$ cat config.mk
export PLATFORM = sky130hd
export DESIGN_NAME = fetch_unit_flat
export DESIGN_NICKNAME = d
export VERILOG_FILES = /design/src/rtl/fetch_pkg.sv /design/src/rtl/fetch_if.sv /design/src/rtl/fetch_perf_cnt.sv /design/src/rtl/fetch_unit.sv /design/src/flat_wrapper.sv
export SDC_FILE = /design/constraint.sdc
export NUM_CORES = 1
export LEC_CHECK = 0
export ABC_AREA = 1
export ABC_CLOCK_PERIOD_IN_PS = 2300
export CAP_MARGIN = 25
export CORE_ASPECT_RATIO = 1.25
export CORE_MARGIN = 2
export CORE_UTILIZATION = 41
export CTS_CLUSTER_SIZE = 40
export DETAILED_ROUTE_END_ITERATION = 10
export PLACE_DENSITY = 0.7
export SLEW_MARGIN = 20
export SYNTH_ARGS = -nofsm -noshare
export SYNTH_HDL_FRONTEND = slang
export SYNTH_HIERARCHICAL = 1
export SYNTH_SLANG_ARGS = --single-unit
$ cat constraint.sdc
create_clock -name clk -period 2.3 [get_ports clk]
set_clock_uncertainty 0.15 [all_clocks]
set_input_delay 0.23 -clock clk [delete_from_list [all_inputs] [get_ports clk]]
set_output_delay 0.23 -clock clk [all_outputs]
set_load 0.03 [all_outputs]
$ cat src/rtl/fetch_pkg.sv
// Shared types and constants for the IF stage: FSM state encoding, bubble word, PC step.
package fetch_pkg;

    typedef enum logic [1:0] {
        RST_S = 2'd0,
        REQ   = 2'd1,
        WAIT  = 2'd2,
        HOLD  = 2'd3
    } fetch_state_t;

    localparam logic [31:0] NOP_INSTR = 32'h0000_0013;
    localparam logic [31:0] PC_STEP   = 32'd4;

endpackage

$ cat src/rtl/fetch_if.sv
// IF-stage bundle: hazard controls, IMEM request/response, IF/ID outputs and perf counters.
interface fetch_if;
    logic        stall;
    logic        flush;
    logic [31:0] redirect_pc;
    logic        imem_req;
    logic [31:0] imem_addr;
    logic        imem_rdy;
    logic [31:0] imem_data;
    logic [31:0] d_ir;
    logic [31:0] d_pc;
    logic [31:0] d_pc4;
    logic        d_valid;
    logic [31:0] stall_cnt;
    logic [31:0] flush_cnt;

    modport master (
        input  stall, flush, redirect_pc, imem_rdy, imem_data,
        output imem_req, imem_addr, d_ir, d_pc, d_pc4, d_valid, stall_cnt, flush_cnt
    );

    modport slave (
        output stall, flush, redirect_pc, imem_rdy, imem_data,
        input  imem_req, imem_addr, d_ir, d_pc, d_pc4, d_valid, stall_cnt, flush_cnt
    );
endinterface

$ cat src/rtl/fetch_perf_cnt.sv
// Saturating 32-bit event counter; only built when FETCH_PERF_CNT_EN is defined.
`ifdef FETCH_PERF_CNT_EN
module fetch_perf_cnt (
    input  logic        clk,
    input  logic        rst,
    input  logic        inc,
    output logic [31:0] cnt
);
    logic [31:0] cnt_reg;

    always_ff @(posedge clk) begin
        if (rst) begin
            cnt_reg <= '0;
        end else if (inc && (cnt_reg != 32'hFFFF_FFFF)) begin
            cnt_reg <= cnt_reg + 32'd1;
        end
    end

    assign cnt = cnt_reg;
endmodule
`endif

$ cat src/rtl/fetch_unit.sv
// IF stage with IF/ID register: one IMEM request in flight, STALL/FLUSH handling.
// Optional stall/flush perf counters are enabled by defining FETCH_PERF_CNT_EN.
module fetch_unit
    import fetch_pkg::*;
#(
    parameter logic [31:0] RESET_VEC = 32'h0000_0000,
    parameter logic [31:0] NOP_INSTR = fetch_pkg::NOP_INSTR
) (
    input  logic     clk,
    input  logic     rst,
    fetch_if.master  bus
);
    fetch_state_t state_reg;
    logic [31:0]  pc_reg;
    logic [31:0]  hold_ir_reg;
    logic [31:0]  hold_pc_reg;
    logic [31:0]  ir_reg;
    logic [31:0]  dpc_reg;
    logic         valid_reg;
    logic         flush_pend_reg;
    logic         flush_act;

    // FLUSH is ignored during the single post-reset cycle
    assign flush_act = bus.flush && (state_reg != RST_S);

    always_ff @(posedge clk) begin
        if (rst) begin
            state_reg      <= RST_S;
            pc_reg         <= RESET_VEC;
            hold_ir_reg    <= NOP_INSTR;
            hold_pc_reg    <= '0;
            ir_reg         <= NOP_INSTR;
            dpc_reg        <= '0;
            valid_reg      <= 1'b0;
            flush_pend_reg <= 1'b0;
        end else begin
            if (flush_act || !bus.stall) begin
                ir_reg    <= NOP_INSTR;
                valid_reg <= 1'b0;
            end
            if (flush_act) begin
                pc_reg <= bus.redirect_pc;
            end
            case (state_reg)
                RST_S: state_reg <= REQ;
                REQ: begin
                    state_reg <= WAIT;
                    if (flush_act) flush_pend_reg <= 1'b1;
                end
                WAIT: begin
                    if (bus.imem_rdy) begin
                        flush_pend_reg <= 1'b0;
                        if (flush_pend_reg || flush_act) begin
                            state_reg <= REQ;
                        end else if (!bus.stall) begin
                            ir_reg    <= bus.imem_data;
                            dpc_reg   <= pc_reg;
                            valid_reg <= 1'b1;
                            pc_reg    <= pc_reg + PC_STEP;
                            state_reg <= REQ;
                        end else begin
                            hold_ir_reg <= bus.imem_data;
                            hold_pc_reg <= pc_reg;
                            state_reg   <= HOLD;
                        end
                    end else if (flush_act) begin
                        flush_pend_reg <= 1'b1;
                    end
                end
                HOLD: begin
                    if (flush_act) begin
                        state_reg <= REQ;
                    end else if (!bus.stall) begin
                        ir_reg    <= hold_ir_reg;
                        dpc_reg   <= hold_pc_reg;
                        valid_reg <= 1'b1;
                        pc_reg    <= pc_reg + PC_STEP;
                        state_reg <= REQ;
                    end
                end
                default: state_reg <= RST_S;
            endcase
        end
    end

    assign bus.imem_req  = (state_reg == REQ);
    assign bus.imem_addr = pc_reg;
    assign bus.d_ir      = ir_reg;
    assign bus.d_pc      = dpc_reg;
    assign bus.d_pc4     = dpc_reg + PC_STEP;
    assign bus.d_valid   = valid_reg;

`ifdef FETCH_PERF_CNT_EN
    logic [1:0]  cnt_inc;
    logic [31:0] cnt_val [2];

    assign cnt_inc = {bus.flush, bus.stall};

    for (genvar gi = 0; gi < 2; gi++) begin : g_perf
        fetch_perf_cnt u_cnt (
            .clk (clk),
            .rst (rst),
            .inc (cnt_inc[gi]),
            .cnt (cnt_val[gi])
        );
    end

    assign bus.stall_cnt = cnt_val[0];
    assign bus.flush_cnt = cnt_val[1];
`else
    assign bus.stall_cnt = '0;
    assign bus.flush_cnt = '0;
`endif

endmodule

$ cat src/flat_wrapper.sv
// flat-port wrapper written by rule: the top's interface ports become plain ports
module fetch_unit_flat import fetch_pkg::*;
#(
    parameter logic [31:0] RESET_VEC = 32'h0000_0000,
    parameter logic [31:0] NOP_INSTR = fetch_pkg::NOP_INSTR
)
  (clk, rst, bus_stall, bus_flush, bus_redirect_pc, bus_imem_rdy, bus_imem_data, bus_imem_req, bus_imem_addr, bus_d_ir, bus_d_pc, bus_d_pc4, bus_d_valid, bus_stall_cnt, bus_flush_cnt);
  fetch_if bus_i ();
  input  logic clk;
  input  logic rst;
  input wire logic [$bits(bus_i.stall)-1:0] bus_stall;
  input wire logic [$bits(bus_i.flush)-1:0] bus_flush;
  input wire logic [$bits(bus_i.redirect_pc)-1:0] bus_redirect_pc;
  input wire logic [$bits(bus_i.imem_rdy)-1:0] bus_imem_rdy;
  input wire logic [$bits(bus_i.imem_data)-1:0] bus_imem_data;
  output wire logic [$bits(bus_i.imem_req)-1:0] bus_imem_req;
  output wire logic [$bits(bus_i.imem_addr)-1:0] bus_imem_addr;
  output wire logic [$bits(bus_i.d_ir)-1:0] bus_d_ir;
  output wire logic [$bits(bus_i.d_pc)-1:0] bus_d_pc;
  output wire logic [$bits(bus_i.d_pc4)-1:0] bus_d_pc4;
  output wire logic [$bits(bus_i.d_valid)-1:0] bus_d_valid;
  output wire logic [$bits(bus_i.stall_cnt)-1:0] bus_stall_cnt;
  output wire logic [$bits(bus_i.flush_cnt)-1:0] bus_flush_cnt;
  assign bus_i.stall = bus_stall;
  assign bus_i.flush = bus_flush;
  assign bus_i.redirect_pc = bus_redirect_pc;
  assign bus_i.imem_rdy = bus_imem_rdy;
  assign bus_i.imem_data = bus_imem_data;
  assign bus_imem_req = bus_i.imem_req;
  assign bus_imem_addr = bus_i.imem_addr;
  assign bus_d_ir = bus_i.d_ir;
  assign bus_d_pc = bus_i.d_pc;
  assign bus_d_pc4 = bus_i.d_pc4;
  assign bus_d_valid = bus_i.d_valid;
  assign bus_stall_cnt = bus_i.stall_cnt;
  assign bus_flush_cnt = bus_i.flush_cnt;
  fetch_unit #(.RESET_VEC(RESET_VEC), .NOP_INSTR(NOP_INSTR)) u_core (.clk(clk), .rst(rst), .bus(bus_i));
endmodule
==> run_results.csv, run 1 <==
group,metric,value,unit
outcome,run_status,"complete, but fails checks",
outcome,violations,"negative setup slack",
synth,synth_ff_type,"dfxtp_1",
power,switchingPower,2970,uW
layout,final_common_cell,"nand2_1",
hold_path,hold_start,"rst",
routing,drc,0,
floorplanning,coreArea,0.0230,mm2
clock_tree,clock_latency,0.43,ns
layout,fin_cells,1968,
clock_tree,cts_inserted_buffers,17,
synth,ys_seq_area_share,34.1,%
floorplanning,die_area,0.0247,mm2
layout,n_fill_cell,2178,
floorplanning,start_util,41.8,%
layout,final_cell_mix,"nand2_1, clkdlybuf4s50_1, nor2_1, dfxtp_1, o21ai_0",
clock_tree,cts_tree,"done",
power,totalPowerFinal,8430,uW
layout,nets,1743,
grt,met2_usage,41.7,%
synth,synth.distinct_cells,47,
power,p_leak,0.00527,uW
hold_path,hold_path_depth,5,
synth,yosys_warnings,6,
sta,fmax,389,MHz
synth,synth_area_per_cell,6.72,um2
sta,finalCritPeriodShare,112,%
placed_design,dp_cells,1918,
synth,synth_edf_count,0,
sta,worst_pin_slew,0.734,ns
routing,finalWirelength,31.6,mm
sta,finalHoldViolations,0,
routing,antenna_left,0,
power,pwr-share-seq,38.3,%
sta,relSlewSlack,51.1,%
power,swShare,35.2,%
clock_tree,cts_sinks,164,
power,power_density,646,mW/mm2
setup_path,cp_slowest_cell,"dfxtp_4",
synth,synthTopCellsByArea,"dfxtp_1, nand2_1, o21ai_0, nor2_1, a21oi_1",
clock_tree,clockBufferDepth,2,
setup_path,cp-end-kind,"output pin",
grt,grt_pass1_wl,48.9,mm
setup_path,reg2reg_slack,0.12,ns
synth,syn_area,0.00963,mm2
grt,grtUsageMet1,30.2,%
grt,grt_use_total,24.4,%
grt,grt-ovfl-total,0,
sta,min_period,2.57,ns
power,vdd_drop_max,0.552,mV
setup_path,path_cells,"ha_4, nand2_4, nor3_4, nand2_2, nor2_4, nand2_4, buf_4, nor4_2, xor2_2, buf_4",
synth,ys_seq_elements,164,
clock_tree,cts.clk_slew.worst_paths,0.07,ns
placed_design,portBuffers,198,
sta,worst_hold_slack,0.163,ns
sta,slew_viol_final,0,
clock_tree,clock-root-buffer,"clkbuf_16",
floorplanning,die_w,141,um
grt,busiest_layer,"met2",
power,internal_power,5470,uW
setup_path,worstSetupStartpointType,"flip-flop",
grt,met3_usage,4.63,%
routing,vias,10300,
layout,syn_to_final_growth,35.6,%
clock_tree,htreeDepth,4,
synth,synth_top_area_share,34.1,%
power,p_clk_share,32.5,%
setup_path,crit_type,"flip-flop to output pin",
setup_path,r2r_start,"u_core/bus.imem_addr[2]",
sta,rsz0062_at_grt,"true",
setup_path,r2r_end,"u_core/bus.imem_addr[22]",
routing,via_per_inst,5.22,
synth,syn-instance-count,1433,
setup_path,cp.arrival,2.19,ns
sta,setup_slack,-0.272,ns
layout,drive_gt1_share,15.5,%
placed_design,hpwl,22.3,mm
layout,antenna_cells,0,
setup_path,slowest_delay,0.36,ns
hold_path,hp-class,"primary input to flip-flop",
floorplanning,io_pins,263,
setup_path,r2r_cells,10,
routing,wl_per_cell,16.1,um
floorplanning,die_h,175,um
grt,grt_pass1_vias,9511,
sta,setup_viol,16,
synth,synth_largest_area_cell,"dfxtp_1",
power,power_frac_comb,29.2,%
flow_run,maxCapViolations,0,
grt,grt_max_degree,73,
setup_path,crit_path_max_fanout,3,
setup_path,critical_path_required,1.92,ns
hold_path,min_to,"u_core/hold_ir_reg[17]",
routing,drt_iter0_markers,684,
floorplanning,rows,62,
grt,antenna_found_initial,0,
routing,dr.pass1.iters,5,
synth,synth-async-reset-ratio,0,%
placed_design,place.gp.congestion,0.906,
-- critical path, delay by kind of cell, from the launching register on --
family | cells | cell delay, ns
buffers and inverters | 2 | 0.33
DFF | 1 | 0.36
xor gates and xnor gates | 1 | 0.15
adders and majority gates | 1 | 0.14
and+or+nand+nor | 6 | 0.78
-- routing by layer --
layer,part of all wire [%],up-vias
li1,-,5082
met1,41,4725
met2,49,414
met3,6.7,55
met4,3.3,0
met5,0,-
-- what timing repair did --
action	CTS	global route
pin swaps	15	16
buffers inserted	10	7
gates cloned	0	2
resized for setup	62	39
setup endpoints to repair	25	90
hold buffers	0	0
-- worst max path at each step --
stage / startpoint / cells after the start / end / slack, ns
after floorplan: u_core/bus.d_pc[3] / 10 / bus_d_pc4[26] / -0.05
after global placement: bus_flush / 8 / u_core/bus.d_ir[23] / 0.03
after detailed placement: u_core/bus.d_pc[2] / 11 / bus_d_pc4[28] / 0.003
after CTS: u_core/bus.d_pc[2] / 11 / bus_d_pc4[28] / -0.43
after global routing: u_core/bus.d_pc[2] / 11 / bus_d_pc4[26] / -0.40
final: u_core/bus.d_pc[2] / 10 / bus_d_pc4[30] / -0.27
-- area by class of cell --
| cell class | count | area (um2) | share of cell area (%) |
|---|---|---|---|
| multi-input combinational | 1072 | 5530 | 42.3 |
| sequential | 164 | 3310 | 25.3 |
| timing repair buffer | 298 | 2870 | 22.0 |
| inverter | 114 | 435 | 3.33 |
| clock buffer | 18 | 429 | 3.29 |
| tap | 288 | 360 | 2.76 |
| clock inverter | 14 | 128 | 0.977 |
-- per-stage QoR --
stage	instance area, um2	worst slack (ns)	setup TNS, ns	utilization, %
global route	13100	-0.398	-4.43	56.7
CTS	12900	-0.428	-3.79	55.8
detailed placement	12100	0.00309	0	52.6
floorplan	9940	-0.0490	-0.0792	-
global placement	12100	0.0273	0	52.6
finish	13100	-0.272	-2.63	56.7
-- synthesized netlist by cell type, types with 3 or more instances --
cell and n:
nand2_1 311, dfxtp_1 164, nor2_1 164, o21ai_0 151, inv_1 107, a21oi_1 101, buf_4 67, a31oi_1 47
clkbuf_1 42, nand3_1 41, a221oi_1 30, xor2_1 27, or2_2 25, buf_2 23, o21ai_1 20, nor3_1 10
xnor2_1 10, nand4_1 9, nor2_2 8, o211ai_1 8, ha_1 7, buf_1 6, buf_6 6, nand2_2 6
nor2_4 6, inv_2 5, nor4_1 5, nand2_4 4, a22o_1 3
-- cells by family after synthesis --
family	count (synthesis)	synth area share, %
simple gates	592	26.1
compound gates	371	21.8
buf+inv	260	13.6
flops	164	34.1
xor+xnor	37	3.36
fa+ha+maj	7	0.909
other cells	1	0.0389
mux	1	0.104
-- power by group through the flow --
stage / clock network (uW) / logic [uW] / registers (uW)
after global routing: 2910 / 2650 / 3260
after detailed placement: 0 / 2400 / 3280
final: 2740 / 2460 / 3230
after floorplan: 0 / 1260 / 3520
after global placement: 0 / 2380 / 3280
after CTS: 2790 / 2410 / 3220
Power figures use the tool's default switching activity.
==> run 2: changes to the inputs <==
--- a/config.mk
+++ b/config.mk
@@ -6,7 +6,7 @@
 export NUM_CORES = 1
 export LEC_CHECK = 0
 export ABC_AREA = 1
-export ABC_CLOCK_PERIOD_IN_PS = 2300
+export ABC_CLOCK_PERIOD_IN_PS = 2700
 export CAP_MARGIN = 25
 export CORE_ASPECT_RATIO = 1.25
 export CORE_MARGIN = 2
==> constraint.sdc (replaced) <==
create_clock -name clk -period 2.7 [get_ports clk]
set_clock_uncertainty 0.15 [all_clocks]
set_input_delay 0.27 -clock clk [delete_from_list [all_inputs] [get_ports clk]]
set_output_delay 0.27 -clock clk [all_outputs]
set_load 0.02 [all_outputs]
==> run 2 against run 1 <==
  * The flow now finishes without violations
  * Design area down 4.6%
  * Register-to-register slack better by 0.16 ns
  * Hold slack worse by 0.029 ns
  * Clock-buffer cell count unchanged
  * Flip-flop and latch count unchanged
==> run_results.csv, run 2 (same netlist as run 1, synthesis figures left out) <==
group,metric,value,unit
clock_tree,cts_tree,"done",
grt,grt_max_degree,74,
power,switchingPower,2350,uW
setup_path,critical_path_required,2.28,ns
sta,relSlewSlack,49.5,%
layout,drive_gt1_share,10.5,%
floorplanning,die_w,141,um
layout,fin_cells,1923,
power,swShare,33.4,%
setup_path,cp.arrival,2.21,ns
layout,final_cell_mix,"nand2_1, clkdlybuf4s50_1, dfxtp_1, nor2_1, o21ai_0",
routing,finalWirelength,30.5,mm
clock_tree,htreeDepth,4,
routing,antenna_left,0,
floorplanning,die_h,175,um
routing,dr.pass1.iters,5,
layout,syn_to_final_growth,29.3,%
hold_path,hold_path_depth,4,
grt,grt_pass1_wl,48.7,mm
routing,wl_per_cell,15.9,um
sta,worst_pin_slew,0.757,ns
floorplanning,rows,62,
setup_path,r2r_cells,10,
sta,fmax,380,MHz
outcome,run_status,"completed",
setup_path,worstSetupStartpoint,"u_core/bus.d_pc[3]",
clock_tree,clock-root-buffer,"clkbuf_16",
grt,grt_use_total,24.3,%
placed_design,portBuffers,198,
floorplanning,start_util,41.8,%
setup_path,r2r_end,"u_core/bus.imem_addr[29]",
sta,min_period,2.63,ns
layout,antenna_cells,0,
clock_tree,cts_inserted_buffers,17,
sta,finalCritPeriodShare,97.3,%
power,p_leak,0.00496,uW
floorplanning,die_area,0.0247,mm2
clock_tree,cts.clk_slew.worst_paths,0.07,ns
routing,vias,10200,
sta,slew_viol_final,0,
setup_path,slowest_delay,0.36,ns
layout,nets,1698,
clock_tree,cts_sinks,164,
floorplanning,io_pins,263,
setup_path,reg2reg_slack,0.28,ns
hold_path,min_to,"u_core/hold_ir_reg[31]",
clock_tree,clock_latency,0.43,ns
power,power_frac_comb,25.2,%
power,p_clk_share,35.4,%
power,power_density,563,mW/mm2
setup_path,r2r_start,"u_core/state_reg[0]",
placed_design,hpwl,21.5,mm
hold_path,hp-class,"primary input to flip-flop",
hold_path,hold_start,"rst",
flow_run,maxCapViolations,0,
layout,final_common_cell,"nand2_1",
sta,rsz0062_at_grt,"true",
clock_tree,clockBufferDepth,2,
sta,setup_slack,0.0718,ns
placed_design,dp_cells,1888,
sta,setup_viol,0,
sta,finalHoldViolations,0,
routing,via_per_inst,5.29,
power,vdd_drop_max,0.435,mV
setup_path,cp-end-kind,"output pin",
routing,drt_iter0_markers,624,
power,pwr-share-seq,39.4,%
power,internal_power,4670,uW
setup_path,crit_type,"flip-flop to output pin",
setup_path,cp_slowest_cell,"dfxtp_2",
setup_path,worstSetupStartpointType,"flip-flop",
routing,drc,0,
grt,antenna_found_initial,2,
setup_path,path_cells,"ha_4, nand2_2, nor3_4, nand2_2, nor2_4, nand2_4, nor2_4, nand3_4, nor2_2, xor2_1, buf_4",
sta,worst_hold_slack,0.133,ns
placed_design,dp_worst_setup_slack,-0.0355,ns
grt,grt_pass1_vias,9697,
setup_path,crit_path_max_fanout,3,
placed_design,place.gp.congestion,0.937,
floorplanning,coreArea,0.0230,mm2
grt,grt-ovfl-total,0,
==> run 2: cell type report <==
cell class | instances | area (um2)
timing repair buffer | 253 | 2420
multi-input combinational | 1072 | 5360
sequential | 164 | 3290
clock inverter | 14 | 165
inverter | 114 | 435
tap | 288 | 360
fill | 2227 | 10600
clock buffer | 18 | 429
==> run 2: critical path: cells and delay by family, from the launching register on <==
family,cells,cell delay (ns)
buffers and inverters,1,0.16
AND/OR/NAND/NOR,8,0.97
XOR/XNOR,1,0.14
flip-flops,1,0.36
adder cells (fa/ha/maj),1,0.15
==> run 2: metrics by stage <==
step / total power, uW / utilization, % / TNS, ns / cell area, um2
floorplan: 3900 / - / 0 / 9870
global placement: 4570 / 51.1 / 0 / 11800
detailed placement: 4590 / 51.2 / -0.0355 / 11800
CTS: 7060 / 53.7 / -0.00638 / 12400
global route: 7350 / 54.1 / -0.181 / 12500
finish: 7020 / 54.1 / 0 / 12500
==> run 2: worst max path at each step <==
stage	depth (start not counted)	end	slack, ns
after CTS	11	bus_d_pc4[28]	-0.006
after floorplan	10	bus_d_pc4[26]	0.30
after global routing	11	bus_d_pc4[26]	-0.07
after detailed placement	9	bus_d_pc4[25]	-0.04
final	11	bus_d_pc4[28]	0.07
after global placement	11	bus_d_pc4[26]	0.06
==> run 2: power by group through the flow <==
stage / Combinational [uW] / Sequential (uW) / Clock [uW]
finish: 1760 / 2770 / 2490
global route: 1930 / 2790 / 2630
CTS: 1760 / 2760 / 2530
detailed placement: 1770 / 2820 / 0
global placement: 1760 / 2810 / 0
floorplan: 992 / 2910 / 0
==> run 2: metal layers <==
metal | wire length, um | up-vias | global-route usage (%)
li1 | - | 5001 | -
met1 | 12400 | 4690 | 29.2
met2 | 14400 | 422 | 41.0
met3 | 2410 | 67 | 4.85
met4 | 1250 | 2 | 12.2
met5 | 14 | - | 0
==> run 2: what timing repair did <==
| item | 4_1_cts | 5_1_grt |
|---|---|---|
| endpoints found under the setup margin | 18 | 18 |
| hold buffers | 0 | 0 |
| pin swaps | 3 | 6 |
| buffers inserted | 2 | 1 |
| resized for setup | 46 | 21 |
| cloned | 0 | 0 |
==> run 3: changes to the inputs <==
--- a/config.mk
+++ b/config.mk
@@ -11,6 +11,7 @@
 export CORE_ASPECT_RATIO = 1.25
 export CORE_MARGIN = 2
 export CORE_UTILIZATION = 41
+export CTS_CLUSTER_DIAMETER = 80
 export CTS_CLUSTER_SIZE = 40
 export DETAILED_ROUTE_END_ITERATION = 10
 export PLACE_DENSITY = 0.7
==> results of run 3 <==
Same layout as run 2: the final DEF is identical, and so are final timing and power.
